<file path="src/rtl/ram_pkg.sv">
// ============================================================================
//  Module : ram_pkg
//  Shared FSM encodings, read-during-write policy codes and byte-merge helper
//  Rev    : 1.0
// ============================================================================
`default_nettype none

package ram_pkg;

    typedef enum logic [0:0] {
        ST_CLEAR = 1'b0,
        ST_RUN   = 1'b1
    } state_t;

    localparam int RDW_OLD = 0;
    localparam int RDW_NEW = 1;

    // Widest word the helper supports; callers zero-extend and truncate.
    localparam int MAX_DW = 512;

    function automatic logic [MAX_DW-1:0] byte_merge(
        input logic [MAX_DW-1:0]   old_w,
        input logic [MAX_DW-1:0]   new_w,
        input logic [MAX_DW/8-1:0] be
    );
        logic [MAX_DW-1:0] res;
        res = old_w;
        for (int k = 0; k < MAX_DW / 8; k++) begin
            if (be[k]) begin
                res[8*k +: 8] = new_w[8*k +: 8];
            end
        end
        return res;
    endfunction

endpackage

`default_nettype wire

</file>
<file path="src/rtl/ram_rd_pipe.sv">
// ============================================================================
//  Module : ram_rd_pipe
//  Carries read data/valid/error through LATENCY register stages
//  Rev    : 1.0
// ============================================================================
`default_nettype none

module ram_rd_pipe #(
    parameter int DATA_WIDTH = 16,
    parameter int LATENCY    = 1
) (
    input  logic                  clk,
    input  logic                  rst,
    input  logic                  i_valid,
    input  logic [DATA_WIDTH-1:0] i_data,
    input  logic                  i_err,
    output logic                  o_valid,
    output logic [DATA_WIDTH-1:0] o_data,
    output logic                  o_err
);

    logic [LATENCY-1:0]    r_vld;
    logic [LATENCY-1:0]    r_err;
    logic [DATA_WIDTH-1:0] r_dat [LATENCY];

    // Data registers load only with a valid beat so the output holds between reads.
    always_ff @(posedge clk) begin
        if (rst) begin
            r_vld <= '0;
            r_err <= '0;
            for (int s = 0; s < LATENCY; s++) begin
                r_dat[s] <= '0;
            end
        end else begin
            r_vld[0] <= i_valid;
            r_err[0] <= i_valid & i_err;
            if (i_valid) begin
                r_dat[0] <= i_data;
            end
            for (int s = 1; s < LATENCY; s++) begin
                r_vld[s] <= r_vld[s-1];
                r_err[s] <= r_err[s-1];
                if (r_vld[s-1]) begin
                    r_dat[s] <= r_dat[s-1];
                end
            end
        end
    end

    assign o_valid = r_vld[LATENCY-1];
    assign o_err   = r_err[LATENCY-1];
    assign o_data  = r_dat[LATENCY-1];

endmodule

`default_nettype wire

</file>
<file path="src/rtl/ram_dp_be.sv">
// ============================================================================
//  Module : ram_dp_be
//  Simple dual-port RAM with byte enables, sweep clear and range checking
//  Rev    : 1.0
// ============================================================================
`default_nettype none

module ram_dp_be
    import ram_pkg::*;
#(
    parameter int ADDR_WIDTH = 4,
    parameter int MEM_DEPTH  = 12,
    parameter int DATA_WIDTH = 16,
    parameter int RD_LATENCY = 1,
    parameter int RDW_MODE   = 0
) (
    input  logic                    clk,
    input  logic                    rst,
    input  logic                    clr_req,
    output logic                    busy,
    input  logic                    wr_en,
    input  logic [ADDR_WIDTH-1:0]   wr_addr,
    input  logic [DATA_WIDTH-1:0]   wr_data,
    input  logic [DATA_WIDTH/8-1:0] wr_be,
    input  logic                    rd_en,
    input  logic [ADDR_WIDTH-1:0]   rd_addr,
    output logic [DATA_WIDTH-1:0]   rd_data,
    output logic                    rd_valid,
    output logic                    wr_err,
    output logic                    rd_err
);

    localparam int                  c_BYTES = DATA_WIDTH / 8;
    // One extra bit so a depth of exactly 2**ADDR_WIDTH is representable.
    localparam logic [ADDR_WIDTH:0] c_DEPTH = (ADDR_WIDTH + 1)'(MEM_DEPTH);
    localparam logic [ADDR_WIDTH-1:0] c_LAST = ADDR_WIDTH'(MEM_DEPTH - 1);

    state_t                  r_state;
    state_t                  w_state_nxt;
    logic [ADDR_WIDTH-1:0]   r_ptr;
    logic [ADDR_WIDTH-1:0]   w_ptr_nxt;
    logic [DATA_WIDTH-1:0]   r_mem [MEM_DEPTH];
    logic                    r_wr_err;

    logic                    w_run;
    logic                    w_wr_in;
    logic                    w_rd_in;
    logic                    w_wr_ok;
    logic                    w_rd_fire;
    logic [DATA_WIDTH-1:0]   w_wr_word;
    logic [DATA_WIDTH-1:0]   w_rd_old;
    logic [DATA_WIDTH-1:0]   w_rd_word;

    assign w_run     = (r_state == ST_RUN) && !rst;
    assign w_wr_in   = ({1'b0, wr_addr} < c_DEPTH);
    assign w_rd_in   = ({1'b0, rd_addr} < c_DEPTH);
    assign w_wr_ok   = w_run && wr_en && w_wr_in;
    assign w_rd_fire = w_run && rd_en;
    assign busy      = (r_state == ST_CLEAR);

    always_comb begin
        w_state_nxt = r_state;
        w_ptr_nxt   = r_ptr;
        case (r_state)
            ST_CLEAR: begin
                w_ptr_nxt = r_ptr + 1'b1;
                if (r_ptr == c_LAST) begin
                    w_state_nxt = ST_RUN;
                    w_ptr_nxt   = '0;
                end
            end
            ST_RUN: begin
                if (clr_req) begin
                    w_state_nxt = ST_CLEAR;
                    w_ptr_nxt   = '0;
                end
            end
            default: begin
                w_state_nxt = ST_CLEAR;
                w_ptr_nxt   = '0;
            end
        endcase
    end

    always_ff @(posedge clk) begin
        if (rst) begin
            r_state <= ST_CLEAR;
            r_ptr   <= '0;
        end else begin
            r_state <= w_state_nxt;
            r_ptr   <= w_ptr_nxt;
        end
    end

    always_comb begin
        w_wr_word = DATA_WIDTH'(byte_merge(MAX_DW'(r_mem[wr_addr]), MAX_DW'(wr_data),
                                           (MAX_DW / 8)'(wr_be)));
        w_rd_old  = r_mem[rd_addr];
        w_rd_word = w_rd_old;
        if (!w_rd_in) begin
            w_rd_word = '0;
        end else if (RDW_MODE == RDW_NEW && w_wr_ok && wr_addr == rd_addr) begin
            w_rd_word = DATA_WIDTH'(byte_merge(MAX_DW'(w_rd_old), MAX_DW'(wr_data),
                                               (MAX_DW / 8)'(wr_be)));
        end
    end

    // Storage has no reset: the sweep FSM zeroes it one word per cycle.
    always_ff @(posedge clk) begin
        if (r_state == ST_CLEAR) begin
            r_mem[r_ptr] <= '0;
        end else if (w_wr_ok) begin
            r_mem[wr_addr] <= w_wr_word;
        end
    end

    always_ff @(posedge clk) begin
        if (rst) begin
            r_wr_err <= 1'b0;
        end else begin
            r_wr_err <= w_run && wr_en && !w_wr_in;
        end
    end

    assign wr_err = r_wr_err;

    ram_rd_pipe #(
        .DATA_WIDTH (DATA_WIDTH),
        .LATENCY    (RD_LATENCY)
    ) u_rd_pipe (
        .clk     (clk),
        .rst     (rst),
        .i_valid (w_rd_fire),
        .i_data  (w_rd_word),
        .i_err   (!w_rd_in),
        .o_valid (rd_valid),
        .o_data  (rd_data),
        .o_err   (rd_err)
    );

    logic w_unused;
    assign w_unused = (c_BYTES == 0);

endmodule

`default_nettype wire

</file>
<file path="config.mk">
export PLATFORM = sky130hd
export DESIGN_NAME = ram_dp_be
export DESIGN_NICKNAME = d
export VERILOG_FILES = /design/src/rtl/ram_pkg.sv /design/src/rtl/ram_rd_pipe.sv /design/src/rtl/ram_dp_be.sv
export SDC_FILE = /design/constraint.sdc
export NUM_CORES = 1
export LEC_CHECK = 0
export CAP_MARGIN = 5
export CORE_ASPECT_RATIO = 1.2
export CORE_MARGIN = 1.5
export CORE_UTILIZATION = 55
export CTS_CLUSTER_DIAMETER = 60
export DETAILED_ROUTE_END_ITERATION = 10
export PLACE_DENSITY = 0.71
export SYNTH_ARGS = -nofsm -noshare
export SYNTH_HDL_FRONTEND = slang
export SYNTH_SLANG_ARGS = --single-unit
</file>
<file path="constraint.sdc">
create_clock -name clk -period 2.9 [get_ports clk]
set_input_delay 0.725 -clock clk [delete_from_list [all_inputs] [get_ports clk]]
set_output_delay 0.725 -clock clk [all_outputs]
set_load 0.1 [all_outputs]
</file>
==> results of run 1 <==
-- final timing paths --
check                                      startpoint                    end  slack (ns)
worst max-delay path                       wr_addr[2]  r_mem[6][1]$_DFFE_PP_        0.38
worst min-delay path            r_ptr[3]$_SDFFE_PP0P_  r_ptr[3]$_SDFFE_PP0P_        0.50
worst max register to register     r_state$_SDFF_PP0_  r_mem[6][1]$_DFFE_PP_        0.60
worst min register to register  r_ptr[3]$_SDFFE_PP0P_  r_ptr[3]$_SDFFE_PP0P_        0.50
-- flip-flops by register name, summed over array words and instances (netlist names) --
signal	cells
u_rd_pipe.r_dat	16
u_rd_pipe.o_valid	1
r_state	1
r_mem	192
wr_err	1
u_rd_pipe.o_err	1
r_ptr	4
-- through the flow --
step	instances	setup TNS, ns
final	715	0
after global routing	715	0
after CTS	715	0
after detailed placement	678	-7.18
after global placement	678	-4.65
after floorplan	426	0
-- routing by layer --
metal,part of all wire (%),track usage (%)
met5,0,0
met4,2.3,7.21
met3,5.9,3.34
met2,47,30.4
met1,45,29.4
-- cell families after synthesis --
| logic type | Yosys count | share of synthesized area, % |
|---|---|---|
| AO/OA/AOI/OAI | 40 | 3.64 |
| adder cells (fa/ha/maj) | 1 | 0.145 |
| buffers and inverters | 21 | 1.36 |
| flip-flops | 216 | 74.2 |
| multiplexers | 63 | 15.5 |
| AND/OR/NAND/NOR | 85 | 5.13 |
-- power groups by stage --
stage / sequential, mW / clock [mW] / combinational, mW
global route: 3.52 / 2.90 / 0.390
global placement: 3.58 / 0 / 0.363
CTS: 3.52 / 2.79 / 0.371
finish: 3.52 / 2.75 / 0.367
floorplan: 3.63 / 0 / 0.191
detailed placement: 3.58 / 0 / 0.369
-- layout make-up --
class                           count  share of cell area (%)
Multi-Input combinational cell    189                    20.9
Inverter                            2                  0.0747
Clock buffer                       26                    5.41
Timing Repair Buffer               67                    5.90
Clock inverter                     11                    1.41
Sequential cell                   216                    63.7
Tap cell                          204                    2.54
-- worst max-delay path: stages --
cell and delay (ns):
clkdlybuf4s50_1 0.55, nand2_1 0.08, or3b_1 0.38, a32oi_1 0.23
nor2_1 0.67
-- placed cells by master, fill, tap and decap left out, types with 2 or more instances in the layout --
cell type / instances
dfxtp_1: 8
bufinv_16: 3
buf_2: 2
clkinvlp_4: 2
a22o_1: 15
mux4_2: 21
nor4b_1: 2
nor2_1: 37
edfxtp_1: 208
nand3_1: 3
clkdlybuf4s50_1: 28
a21oi_1: 8
a32oi_1: 11
buf_12: 2
clkinv_1: 3
mux4_1: 26
mux2_2: 15
buf_4: 35
nand2_1: 9
nor2b_1: 8
and2_1: 18
clkbuf_16: 21
inv_1: 2
clkbuf_1: 5
==> metrics, run 1 <==
async set or reset register ratio after synthesis 0%; n_diodes 0; Starting Density 57.0%; DP Area 9370 sq um; post-route design area 10100 sq um; sequential element share of the synthesized area 74.2%; Die ar. 16500 sq um; Hold Crit Class flop to flop; Floorplan Core Area 15100 sq um; Synth area leaders edfxtp_1 (72%), mux4_1 (7.9%), mux4_2 (5.5%); via count 4233; # IOs 51; FF/Latch Area 6410 sq um; vias in the first global route 4224; area occupied by multi-input gates 2100 sq um; total wire length 15700 um; hpwl dp 10200 um; Num CTS Buffers 21; Post-synth EDFFs 208; share of total power in the clock network 41.4%; Arr. time, crit path 2.64 ns; # port buffers 50; slew margin rel. 42.4%; Flop pwr share 53.0%; Row Count 49; initial antenna violation count 0; Period minus WS final 2.52 ns; share of the synthesized area in the top cell type 72.4%; part of the power in combinational logic 5.5%; Least-Margin Pin Slew 0.861 ns; post_cts resized 0; critical path type primary input to flop; commonest cells in the netlist edfxtp_1 (208), nor2_1 (37), mux4_1 (26); WL/cell 22.0 um; Final nets 529; crit-path max FO 11; first-pass GRT wire length 24600 um; Final ANT Viol Nets 0; most frequent cell after synthesis edfxtp_1; post-DR vias/cell 5.92; fin util 66.4%; PwrDens 660 nW/um^2; unrepaired setup endpoints after global routing false; Sw Share 20.7%; synthesized area 8630 sq um; VDD IR max 0.450 mV; crit path capture type flop; Psw 1.38 mW; Clock transition at path regs 0.06 ns; final hold vios 0; Final Setup Violations 0; DRC violations left 0; Final period util 86.9%; 1st-iter DRT viols 272; H-tree depth 1; kind of start point of the critical path primary input; final total power 6.63 mW; TritonRoute pass-1 iters 4; Final Slew Violations 0; gp weighted congestion 0.832; Post-CTS Setup Inserts 0; largest area contributor in the synthesized netlist edfxtp_1; worst endpoint required time 3.03 ns; GRT Overall Usage 19.9%; mean post-synth cell area 20.3 sq um; Leak 3.13 nW; GR Overflow Total 0; Pint 5.26 mW; CTS tree built; root buf cell clkbuf_16; synth unique cells 36; share of cells above drive strength 1 20.9%; Setup WS post-layout 0.381 ns; # Max-Cap Violations 0; die height 140 um; flops & latches, synth 216; status finished clean; worst r2r path cells 5; hold depth 2; DP Worst Slack -0.120 ns; Synth Instances 426; CTS sink cnt 216; Synth Flop Type edfxtp_1; synthesis warning total 0; die extent in x 117 um; Peak Freq 0.397 GHz; Hold WS 0.500 ns; Skew-Pair Late Insertion Delay 0.51 ns; largest net degree at the start of global routing 50; Fillers 1000; area grow syn2layout 16.5%; CTS Hold Bufs 0; Worst Skew 0.0211 ns; CTS max path bufs 3; syn_nets 458
No activity file was read; power rests on OpenSTA's default activity.
==> inputs of run 2 (changes only) <==
- CAP_MARGIN: 5 -> 0
- CTS_BUF_LIST: not set -> sky130_fd_sc_hd__clkbuf_8
==> metrics, run 2 (synthesis gave the netlist of run 1 again) <==
Psw 1.33 mW; Peak Freq 0.397 GHz; kind of start point of the critical path primary input; die height 140 um; DRC violations left 0; Arr. time, crit path 2.63 ns; final total power 6.20 mW; area occupied by multi-input gates 2100 sq um; CTS tree built; part of the power in combinational logic 5.9%; fin util 65.9%; DP Worst Slack -0.120 ns; top flop regs r_mem x192, u_rd_pipe.r_dat x16, r_ptr x4; first-pass GRT wire length 24600 um; Die ar. 16500 sq um; Final nets 542; most frequent cells in the layout edfxtp_1 (208), nor2_1 (37), clkbuf_8 (35), buf_4 (35), clkdlybuf4s50_1 (28); Starting Density 57.0%; 1st-iter DRT viols 303; CTS sink cnt 216; vias in the first global route 4380; Floorplan Core Area 15100 sq um; initial antenna violation count 0; post_cts resized 0; setup TNS 0 ns; CP max stage delay 0.67 ns; Final period util 86.9%; critical-path cell list clkdlybuf4s50_1 > nand2_1 > or3b_1 > a32oi_1 > nor2_1; total wire length 15600 um; Num CTS Buffers 34; # Max-Cap Violations 0; share of cells above drive strength 1 23.0%; Hold WS 0.499 ns; CTS Hold Bufs 0; unrepaired setup endpoints after global routing false; Slowest cell on crit path nor2_1; Leak 3.15 nW; Flop pwr share 56.8%; Pint 4.86 mW; Final Setup Violations 0; Fillers 1016; crit path capture type flop; WL/cell 21.1 um; TritonRoute pass-1 iters 7; n_diodes 0; status finished clean; CTS max path bufs 3; root buf cell clkbuf_8; Row Count 49; Top reg by flops r_mem; via count 4302; Final ANT Viol Nets 0; share of total power in the clock network 37.3%; area grow syn2layout 15.7%; Clock transition at path regs 0.06 ns; Least-Margin Pin Slew 0.853 ns; Setup WS post-layout 0.379 ns; VDD IR max 0.406 mV; Period minus WS final 2.52 ns; largest net degree at the start of global routing 50; GR Overflow Total 0; gp weighted congestion 0.832; hpwl dp 10200 um; final hold vios 0; Final Slew Violations 0; delay-heaviest family, CP simple AND/OR/NAND/NOR gates; Skew-Pair Late Insertion Delay 0.49 ns; die extent in x 117 um; Sw Share 21.5%; FF/Latch Area 6410 sq um; crit-path max FO 11; # port buffers 50; commonest non-fill, non-tap cell in the layout edfxtp_1; post-DR vias/cell 5.83; H-tree depth 2; Worst Skew 0.0239 ns; # IOs 51; Hold Crit Class flop to flop; slew margin rel. 42.9%; Post-CTS Setup Inserts 0; GRT Overall Usage 19.7%; worst endpoint required time 3.01 ns; max FFs per register 192; critical path type primary input to flop; PwrDens 621 nW/um^2; WP buf/inv 1
-- run 2: tightest hold or removal path, stage by stage (launching register included) --
cell and delay (ns):
dfxtp_1 0.34, nand2_1 0.06, a21oi_1 0.05
-- run 2: power groups by stage --
| stage | combinational (mW) | clock [mW] | sequential [mW] |
|---|---|---|---|
| 2_1_floorplan | 0.191 | 0 | 3.63 |
| 3_3_place_gp | 0.363 | 0 | 3.58 |
| 3_5_place_dp | 0.369 | 0 | 3.58 |
| 4_1_cts | 0.370 | 2.37 | 3.52 |
| 5_1_grt | 0.390 | 2.50 | 3.52 |
| 6_report | 0.368 | 2.31 | 3.52 |
-- run 2: path summary, 6_finish.rpt --
kind              cells after the start                  start                    end  slack [ns]
setup reg to reg                      5     r_state$_SDFF_PP0_  r_mem[6][2]$_DFFE_PP_        0.63
hold reg to reg                       2  r_ptr[3]$_SDFFE_PP0P_  r_ptr[3]$_SDFFE_PP0P_        0.50
setup / recovery                      5             wr_addr[2]  r_mem[6][2]$_DFFE_PP_        0.38
hold / removal                        2  r_ptr[3]$_SDFFE_PP0P_  r_ptr[3]$_SDFFE_PP0P_        0.50
-- run 2: metal layers --
layer / wire, um / part of all wire (%) / GRT usage, % / vias to the layer above
met5: 0 / 0 / 0 / -
met4: 286 / 1.8 / 5.91 / 0
met3: 859 / 5.5 / 3.42 / 28
met2: 7460 / 48 / 30.8 / 158
met1: 6980 / 45 / 28.9 / 2167
li1: - / - / - / 1949
-- run 2: area by class of cell --
type                    instances  share of cell area, %
clock buffers                  35                   4.82
clock inverters                25                   1.37
inverters                       2                 0.0752
multi-input cells             189                   21.1
flip-flops and latches        216                   64.2
well taps                     204                   2.56
repair buffers                 67                   5.94
-- run 2: metrics by stage --
step           cells  instance area [sq um]
6_report         738                   9980
5_1_grt          738                   9980
4_1_cts          738                   9980
3_5_place_dp     678                   9370
3_3_place_gp     678                   9370
2_1_floorplan    426                   8630
==> inputs of run 3 (changes only) <==
- SYNTH_HIERARCHICAL: not set -> 1
==> metrics, run 3 <==
status finished clean; area occupied by multi-input gates 2090 sq um; post-DR vias/cell 5.83; post_cts resized 0; TritonRoute pass-1 iters 5; critical-path cell list clkdlybuf4s50_1 > nand3b_4 > buf_4 > nor4_1 > buf_4 > a32oi_1 > nor2_1; worst reg2reg startpoint r_state$_SDFF_PP0_; fin util 65.2%; crit path from rst; Synth Flop Type edfxtp_1; setup TNS 0 ns; async set or reset register ratio after synthesis 0%; final hold vios 0; CTS tree built; Final Slew Violations 0; # Max-Cap Violations 0; initial antenna violation count 0; Post-synth EDFFs 208; Worst R2R Setup Slack 0.52 ns; top flop regs r_mem x192, u_rd_pipe/r_dat x16, r_ptr x4; Hold WS 0.528 ns; Synth Instances 456; commonest cells in the netlist edfxtp_1 (208), mux4_2 (48), nand2_1 (37); CP max stage delay 0.69 ns; crit path capture type flop; Row Count 49; crit-path max FO 8; Critical path destination r_mem[3][6]$_DFFE_PP_; WP buf/inv 3; worst flop-to-flop path endpoint r_mem[3][6]$_DFFE_PP_; Starting Density 56.9%; stages on the worst setup path 7; Final ANT Viol Nets 0; 1st-iter DRT viols 312; vias in the first global route 4516; critical path type primary input to flop; syn_nets 488; unrepaired setup endpoints after global routing false; Clock transition at path regs 0.06 ns; kind of start point of the critical path primary input; CTS Hold Bufs 0; DRC violations left 0; largest net degree at the start of global routing 49; worst endpoint required time 3.07 ns; CTS sink cnt 216; Peak Freq 0.389 GHz; slew margin rel. 13.0%; total wire length 15800 um; Die ar. 16400 sq um; Post-CTS Setup Inserts 0; gp weighted congestion 0.820; Leak 3.20 nW; die height 140 um; # IOs 51; Fillers 1042; sequential element share of the synthesized area 74.4%; Setup WS post-layout 0.330 ns; Num CTS Buffers 30; root buf cell clkbuf_8; share of cells above drive strength 1 23.2%; WL/cell 20.8 um; Arr. time, crit path 2.74 ns; CTS max path bufs 3; area grow syn2layout 14.7%; most frequent cell after synthesis edfxtp_1; synthesis warning total 6; DP Worst Slack -0.224 ns; worst r2r path cells 6; synth unique cells 32; Final period util 88.6%; Least-Margin Pin Slew 1.30 ns; PwrDens 603 nW/um^2; Floorplan Core Area 15100 sq um; largest area contributor in the synthesized netlist edfxtp_1; VDD IR max 0.329 mV; final total power 5.96 mW; via count 4429; synthesized area 8610 sq um; mean post-synth cell area 18.9 sq um; GR Overflow Total 0; hpwl dp 10600 um; Worst Skew 0.0102 ns; die extent in x 117 um; Worst path most repeated cell buf_4; share of the synthesized area in the top cell type 72.5%; delay-heaviest family, CP simple AND/OR/NAND/NOR gates; Top reg by flops r_mem; Period minus WS final 2.57 ns; GRT Overall Usage 20.3%; Synth area leaders edfxtp_1 (73%), mux4_2 (13%), dfxtp_1 (1.9%); FF/Latch Area 6410 sq um; commonest non-fill, non-tap cell in the layout edfxtp_1; Hold Crit Class flop to flop; Final Setup Violations 0; max FFs per register 192; n_diodes 0; H-tree depth 1; Final nets 565; most frequent cells in the layout edfxtp_1 (208), mux4_2 (48), nand2_1 (37), nor2_1 (36), buf_4 (33); Slowest cell on crit path nor2_1; flops & latches, synth 216; first-pass GRT wire length 24800 um; # port buffers 50; Skew-Pair Late Insertion Delay 0.55 ns
==> run 3: cell type report <==
type                       instances  area share, %
sequential                       216           64.8
multi-input combinational        218           21.2
timing repair buffer              66           6.05
clock buffer                      32           4.46
tap                              204           2.58
clock inverter                    23          0.874
inverter                           1         0.0380
==> run 3: cell families after synthesis <==
| kind of cell | share of synthesized area (%) |
|---|---|
| DFF | 74.4 |
| and+or+nand+nor | 8.26 |
| AOI/OAI and AO/OA | 3.31 |
| adders and majority gates | 0.145 |
| muxes | 12.5 |
| buffers and inverters | 1.37 |
==> run 3: worst min-delay path by stage <==
stage                                startpoint               endpoint  slack, ns  depth (start not counted)
after global routing      r_ptr[3]$_SDFFE_PP0P_  r_ptr[3]$_SDFFE_PP0P_       0.55                          2
after floorplan           r_ptr[3]$_SDFFE_PP0P_  r_ptr[3]$_SDFFE_PP0P_       0.46                          2
after global placement    r_ptr[3]$_SDFFE_PP0P_  r_ptr[3]$_SDFFE_PP0P_       0.49                          2
after detailed placement  r_ptr[3]$_SDFFE_PP0P_  r_ptr[3]$_SDFFE_PP0P_       0.51                          2
final                     r_ptr[3]$_SDFFE_PP0P_  r_ptr[3]$_SDFFE_PP0P_       0.53                          2
after CTS                 r_ptr[3]$_SDFFE_PP0P_  r_ptr[3]$_SDFFE_PP0P_       0.52                          2
==> run 3: worst reg2reg max path: stages (launching register included) <==
cell and delay, ns:
dfxtp_1 0.49, nand3b_4 0.14, buf_4 0.16, nor4_1 0.23, buf_4 0.18, a32oi_1 0.11
nor2_1 0.69
==> run 3: where the power goes <==
part	internal, mW	switching, mW
clock	1.01	1.05
sequential	3.49	0.0280
combinational	0.160	0.229
==> run 3: stage by stage <==
| stage | instance area, sq um | instances |
|---|---|---|
| 2_1_floorplan | 8610 | 456 |
| 3_3_place_gp | 9350 | 705 |
| 3_5_place_dp | 9350 | 705 |
| 4_1_cts | 9880 | 760 |
| 5_1_grt | 9880 | 760 |
| 6_report | 9880 | 760 |
==> run 3: metal layers <==
layer | vias to the layer above | track usage [%] | part of all wire (%)
li1 | 1994 | - | -
met1 | 2244 | 30.3 | 44
met2 | 165 | 30.9 | 48
met3 | 26 | 4.11 | 6.7
met4 | 0 | 5.83 | 1.8
met5 | - | 0 | 0
